[src/rtl/npuarc_to_monitor_mc.sv]
// Multi-channel timeout monitor: per-channel arm/count/expire FSMs, sticky flags and first-expiry capture.
// Define NPUARC_TO_MON_PRESCALE_EN to build the shared tick prescaler; otherwise every enabled cycle is a tick.
module npuarc_to_monitor_mc #(
  parameter int TO_EN  = 1,
  parameter int NUM_CH = 4,
  parameter int CNT_W  = 8,
  parameter int PRE_W  = 4,
  parameter int ID_W   = (NUM_CH > 1) ? $clog2(NUM_CH) : 1
) (
  input  logic              clk_i,
  input  logic              rst_n_i,
  input  logic              clk_en_i,
  input  logic              mon_en_i,
  input  logic [NUM_CH-1:0] to_start_i,
  input  logic [NUM_CH-1:0] to_end_i,
  input  logic [CNT_W-1:0]  to_limit_i,
  input  logic [PRE_W-1:0]  pre_div_i,
  output logic [NUM_CH-1:0] to_flag_o,
  output logic              to_any_o,
  output logic              to_first_vld_o,
  output logic [ID_W-1:0]   to_first_id_o
);

  // state   | meaning
  // ST_IDLE | channel disarmed, counter 0
  // ST_RUN  | armed, counting ticks toward to_limit
  // ST_EXP  | timed out, flag set until an end edge
  if (TO_EN != 0) begin : g_mon
    typedef enum logic [1:0] {ST_IDLE, ST_RUN, ST_EXP} st_e;

    localparam logic [CNT_W-1:0] CNT_ONE = CNT_W'(1);
    localparam logic [CNT_W:0]   INC_ONE = (CNT_W + 1)'(1);

    st_e               st_q  [NUM_CH];
    st_e               st_d  [NUM_CH];
    logic [CNT_W-1:0]  cnt_q [NUM_CH];
    logic [CNT_W-1:0]  cnt_d [NUM_CH];
    logic [NUM_CH-1:0] start_r_q, end_r_q;
    logic [NUM_CH-1:0] start_rise, end_rise;
    logic [NUM_CH-1:0] flag_q, flag_d, flag_rise;
    logic              first_vld_q, first_vld_d;
    logic [ID_W-1:0]   first_id_q, first_id_d;
    logic              en, clr, tick;

    assign en         = clk_en_i & mon_en_i;
    assign clr        = clk_en_i & ~mon_en_i;
    assign start_rise = to_start_i & ~start_r_q;
    assign end_rise   = to_end_i & ~end_r_q;

`ifdef NPUARC_TO_MON_PRESCALE_EN
    localparam logic [PRE_W-1:0] PRE_ONE = PRE_W'(1);
    logic [PRE_W-1:0] pre_cnt_q, pre_cnt_d;

    // Free-running; a pre_div below pre_cnt simply wraps through the maximum.
    assign tick = en & (pre_cnt_q == pre_div_i);

    always_comb begin
      pre_cnt_d = pre_cnt_q;
      if (en) pre_cnt_d = (pre_cnt_q == pre_div_i) ? '0 : pre_cnt_q + PRE_ONE;
    end

    always_ff @(posedge clk_i) begin
      if (!rst_n_i) pre_cnt_q <= '0;
      else          pre_cnt_q <= pre_cnt_d;
    end
`else
    logic unused_pre;
    assign unused_pre = ^pre_div_i;
    assign tick       = en;
`endif

    always_comb begin
      for (int i = 0; i < NUM_CH; i++) begin
        st_d[i]  = st_q[i];
        cnt_d[i] = cnt_q[i];
        if (clr) begin
          st_d[i]  = ST_IDLE;
          cnt_d[i] = '0;
        end else if (en) begin
          unique case (st_q[i])
            ST_IDLE: begin
              if (start_rise[i] && !end_rise[i]) begin
                st_d[i]  = ST_RUN;
                cnt_d[i] = '0;
              end
            end
            ST_RUN: begin
              if (end_rise[i]) begin
                st_d[i]  = ST_IDLE;
                cnt_d[i] = '0;
              end else if (start_rise[i]) begin
                cnt_d[i] = '0;
              end else if (tick) begin
                // Compare one bit wider so cnt+1 cannot wrap past a full-scale limit.
                if ((to_limit_i != '0) &&
                    (({1'b0, cnt_q[i]} + INC_ONE) >= {1'b0, to_limit_i})) begin
                  st_d[i] = ST_EXP;
                end else if (cnt_q[i] != '1) begin
                  cnt_d[i] = cnt_q[i] + CNT_ONE;
                end
              end
            end
            ST_EXP: begin
              if (end_rise[i]) begin
                st_d[i]  = ST_IDLE;
                cnt_d[i] = '0;
              end
            end
            default: begin
              st_d[i]  = ST_IDLE;
              cnt_d[i] = '0;
            end
          endcase
        end
      end
    end

    always_comb begin
      for (int i = 0; i < NUM_CH; i++) begin
        flag_q[i] = (st_q[i] == ST_EXP);
        flag_d[i] = (st_d[i] == ST_EXP);
      end
    end

    assign flag_rise = flag_d & ~flag_q;

    // A rise in the cycle where to_any is already low starts a fresh capture rather than being lost.
    always_comb begin
      first_vld_d = first_vld_q;
      first_id_d  = first_id_q;
      if (clr) begin
        first_vld_d = 1'b0;
        first_id_d  = '0;
      end else if (en) begin
        if ((!first_vld_q || !to_any_o) && (|flag_rise)) begin
          first_vld_d = 1'b1;
          for (int i = NUM_CH - 1; i >= 0; i--) begin
            if (flag_rise[i]) first_id_d = ID_W'(i);
          end
        end else if (!to_any_o) begin
          first_vld_d = 1'b0;
          first_id_d  = '0;
        end
      end
    end

    always_ff @(posedge clk_i) begin
      if (!rst_n_i) begin
        start_r_q   <= '0;
        end_r_q     <= '0;
        first_vld_q <= 1'b0;
        first_id_q  <= '0;
        for (int i = 0; i < NUM_CH; i++) begin
          st_q[i]  <= ST_IDLE;
          cnt_q[i] <= '0;
        end
      end else begin
        if (clk_en_i) begin
          start_r_q <= to_start_i;
          end_r_q   <= to_end_i;
        end
        first_vld_q <= first_vld_d;
        first_id_q  <= first_id_d;
        for (int i = 0; i < NUM_CH; i++) begin
          st_q[i]  <= st_d[i];
          cnt_q[i] <= cnt_d[i];
        end
      end
    end

    assign to_flag_o      = flag_q;
    assign to_any_o       = |flag_q;
    assign to_first_vld_o = first_vld_q;
    assign to_first_id_o  = first_id_q;
  end else begin : g_off
    logic unused_in;
    assign unused_in = ^{clk_i, rst_n_i, clk_en_i, mon_en_i, to_start_i, to_end_i,
                         to_limit_i, pre_div_i};
    assign to_flag_o      = '0;
    assign to_any_o       = 1'b0;
    assign to_first_vld_o = 1'b0;
    assign to_first_id_o  = '0;
  end

endmodule

[config.mk]
export PLATFORM = sky130hd
export DESIGN_NAME = npuarc_to_monitor_mc
export DESIGN_NICKNAME = d
export VERILOG_FILES = /design/src/rtl/npuarc_to_monitor_mc.sv
export SDC_FILE = /design/constraint.sdc
export NUM_CORES = 1
export LEC_CHECK = 0
export CAP_MARGIN = 20
export CORE_AREA = 2 2 102 104
export CTS_CLUSTER_DIAMETER = 120
export DETAILED_ROUTE_END_ITERATION = 8
export DIE_AREA = 0 0 104 106
export DONT_BUFFER_PORTS = 1
export GPL_TIMING_DRIVEN = 1
export HOLD_SLACK_MARGIN = 0.12
export RECOVER_POWER = 25
export REMOVE_ABC_BUFFERS = 1
export SLEW_MARGIN = 40
export SYNTH_ARGS = -nofsm -noshare
export SYNTH_HDL_FRONTEND = slang
export SYNTH_SLANG_ARGS = --single-unit
[constraint.sdc]
create_clock -name clk_i -period 6.6 [get_ports clk_i]
set_clock_uncertainty 0.1 [all_clocks]
set_input_delay 1.32 -clock clk_i [delete_from_list [all_inputs] [get_ports clk_i]]
set_output_delay 1.32 -clock clk_i [all_outputs]
set_load 0.005 [all_outputs]
==> impl_metrics.yaml <==
worst_setup_path:
  critPathCaptureType: "flop"
  crit_arrival_ns: 3.70
  required_ns: 6.69
  critPathKind: "reg2reg"
  critPathMaxFanout: 7
  setup.worst_path.start_class: "flop"
route:
  routed_wl_um: 9320
  detail_route.first_pass.iterations: 4
  routedWlPerCell_um: 15.5
  routed_via_density: 5.59
  drt_iter0_markers: 167
  drc: 0
  vias: 3362
  postRouteAntennaNets: 0
timing:
  slew-limit-headroom: 0.562
  setup_violations: 0
  fin_tns_setup_ns: 0
  drv_slew: 0
  finalCritPeriodShare: 0.548
  final_hold_viol_count: 0
  tightest_slew_ns: 0.655
  clock.fmax_mhz: 277
  final.setup.worst_slack_ns: 2.99
  rsz0062_at_grt: "no"
  finalCriticalPeriod_ns: 3.61
cells_and_area:
  area_growth_pct: 6.36
  final_common_cell: "dfxtp_1"
  drive_gt1_frac: 0.0731
  fillers: 1042
  post-route-cell-area_um2: 4100
  final_nets: 524
  final_util: 0.410
  mostFrequentLayoutCells: "dfxtp_1 (51), nand2_1 (41), ha_1 (36), nor2_1 (32), o21ai_0 (29)"
  antenna_cells: 0
logic_synthesis:
  syn-cell-area_um2: 3860
  synth_compound_area_frac: 0.196
  syn_avg_cell_area_um2: 8.22
  synthCells: 469
  ys_seq_area_frac: 0.265
  synthSimpleGateAreaFrac: 0.294
  yosys_warnings: 0
  synthMuxAreaShare: 0.0441
  synthArstFlopShare: 0
  synth_edf_count: 0
  synth_cell_types: 66
  synth-seq-cells: 51
  post_synth_fa_ha_maj_area_fraction: 0.117
  synth_ff_type: "dfxtp_1"
  synth_top_family_by_area: "simple AND/OR/NAND/NOR gates"
  synthXorXnorAreaFrac: 0.0545
cts:
  clk_pin_slew_ns: 0.09
  cts_tree: "done"
  cts_resized: 0
  clk-insertion-delay-late_ns: 0.30
  cts_hold_buf: 0
  htreeDepth: 2
  cts_num_sinks: 51
  post_cts_buffers: 0
  root_buffer: "clkbuf_8"
  cts_max_path_buffers: 2
  cts_buffers: 5
hold_path:
  hold_path.class: "reg2reg"
job:
  maxCapViolCount: 0
placed_design:
  pre_cts_slack_ns: 2.82
  place_area_um2: 3990
  dp_hpwl_um: 7180
  gp_congestion: 0.810
  io_buffers: 0
floorplan:
  coreArea_um2: 10000
  die_h_um: 106
  io_pins: 32
  start_util: 0.386
  dieArea_um2: 11000
  die_w_um: 104
  rows: 37
global_route:
  grt_pass1_wl_um: 16100
  grt_pass1_vias: 3256
  antenna_found_initial: 0
  grt_max_degree: 27
  grt_usage: 0.176
  gr-total-overflow: 0
outcome:
  status: "completed"
pwr:
  ir_worst_vdd_v: 0.0000909
  total_leakage_power_nw: 1.63
  p_per_area_nw_per_um2: 147
## through the flow
stage          std cells  hold slack [ns]  power [mW]
2_1_floorplan        455            0.344       0.363
3_3_place_gp         593            0.359       0.378
3_5_place_dp         593            0.367       0.380
4_1_cts              601            0.381       0.613
5_1_grt              601            0.415       0.630
6_report             601            0.375       0.602
## per-layer routing
metal  vias to the layer above  routed length [µm]  GRT usage
met5                         -                   0          0
met4                         0                 101     0.0415
met3                         7                 484     0.0307
met2                        63                4170      0.292
met1                      1590                4560      0.239
li1                       1702                   -          -
## cell usage after synthesis (4+ instances only)
| library cell | n | area share |
|---|---|---|
| nand4_1 | 8 | 0.013 |
| nand2_1 | 41 | 0.040 |
| mux2i_1 | 17 | 0.044 |
| ha_1 | 36 | 0.12 |
| xnor2_1 | 12 | 0.027 |
| nor4_2 | 4 | 0.013 |
| a21boi_0 | 4 | 0.0078 |
| or3_1 | 4 | 0.0065 |
| dfxtp_1 | 51 | 0.26 |
| a211oi_1 | 5 | 0.0097 |
| nor2_1 | 32 | 0.031 |
| o21ai_0 | 29 | 0.038 |
| nor2b_1 | 23 | 0.037 |
| o2bb2ai_1 | 4 | 0.0091 |
| xor2_1 | 12 | 0.027 |
| nand2b_1 | 8 | 0.013 |
| nor3_1 | 11 | 0.014 |
| a21o_1 | 4 | 0.0078 |
| a21oi_1 | 26 | 0.034 |
| inv_1 | 14 | 0.014 |
| nand3_1 | 20 | 0.026 |
| nand3b_1 | 5 | 0.0097 |
| and3_1 | 14 | 0.023 |
| and2_1 | 11 | 0.018 |
| clkbuf_1 | 11 | 0.011 |
## final timing paths
path | from | endpoint | slack (ns) | cells past startpoint
max reg2reg | g_mon.cnt_q[3][0] | g_mon.cnt_q[3][0] | 2.99 | 12
max | g_mon.cnt_q[3][0] | g_mon.cnt_q[3][0] | 2.99 | 12
min | g_mon.cnt_q[0][1] | g_mon.cnt_q[0][1] | 0.38 | 2
min reg2reg | g_mon.cnt_q[0][1] | g_mon.cnt_q[0][1] | 0.38 | 2
## cell type report
class	instances	area (µm²)	share of cell area
multi-input combinational	389	2720	0.664
sequential	51	1020	0.249
tap	136	170	0.0415
clock buffer	6	82.6	0.0201
inverter	15	56.3	0.0137
clock inverter	2	35.0	0.00854
timing repair buffer	2	15.0	0.00366
## worst max-delay path, stage by stage (launching register included)
cell and delay (ns):
dfxtp_1 0.41, ha_1 0.28, nand2_1 0.14, or3_1 0.38
xnor2_1 0.19, ha_1 0.27, nand4_1 0.09, o21ai_0 0.09
or3_1 0.40, o21a_1 0.23, a211oi_2 0.48, a21boi_1 0.31
o21ai_0 0.12
## power by group
group	leakage, nW	internal (mW)	switching [mW]
registers	0.412	0.311	0.00249
clock network	0.0612	0.123	0.107
logic	1.16	0.0213	0.0374
total	1.63	0.455	0.147
## flip-flops by register name, summed over array words and instances, names as in the netlist
| name | flops |
|---|---|
| g_mon.st_q | 8 |
| to_first_id_o | 2 |
| g_mon.cnt_q | 32 |
| g_mon.start_r_q | 4 |
| to_first_vld_o | 1 |
| g_mon.end_r_q | 4 |
## cell families after synthesis
kind of cell,Yosys count
simple gates,200
buf+inv,29
compound gates,112
flops,51
xor+xnor,24
mux,17
fa+ha+maj,36
No activity file was read; power rests on OpenSTA's default activity.
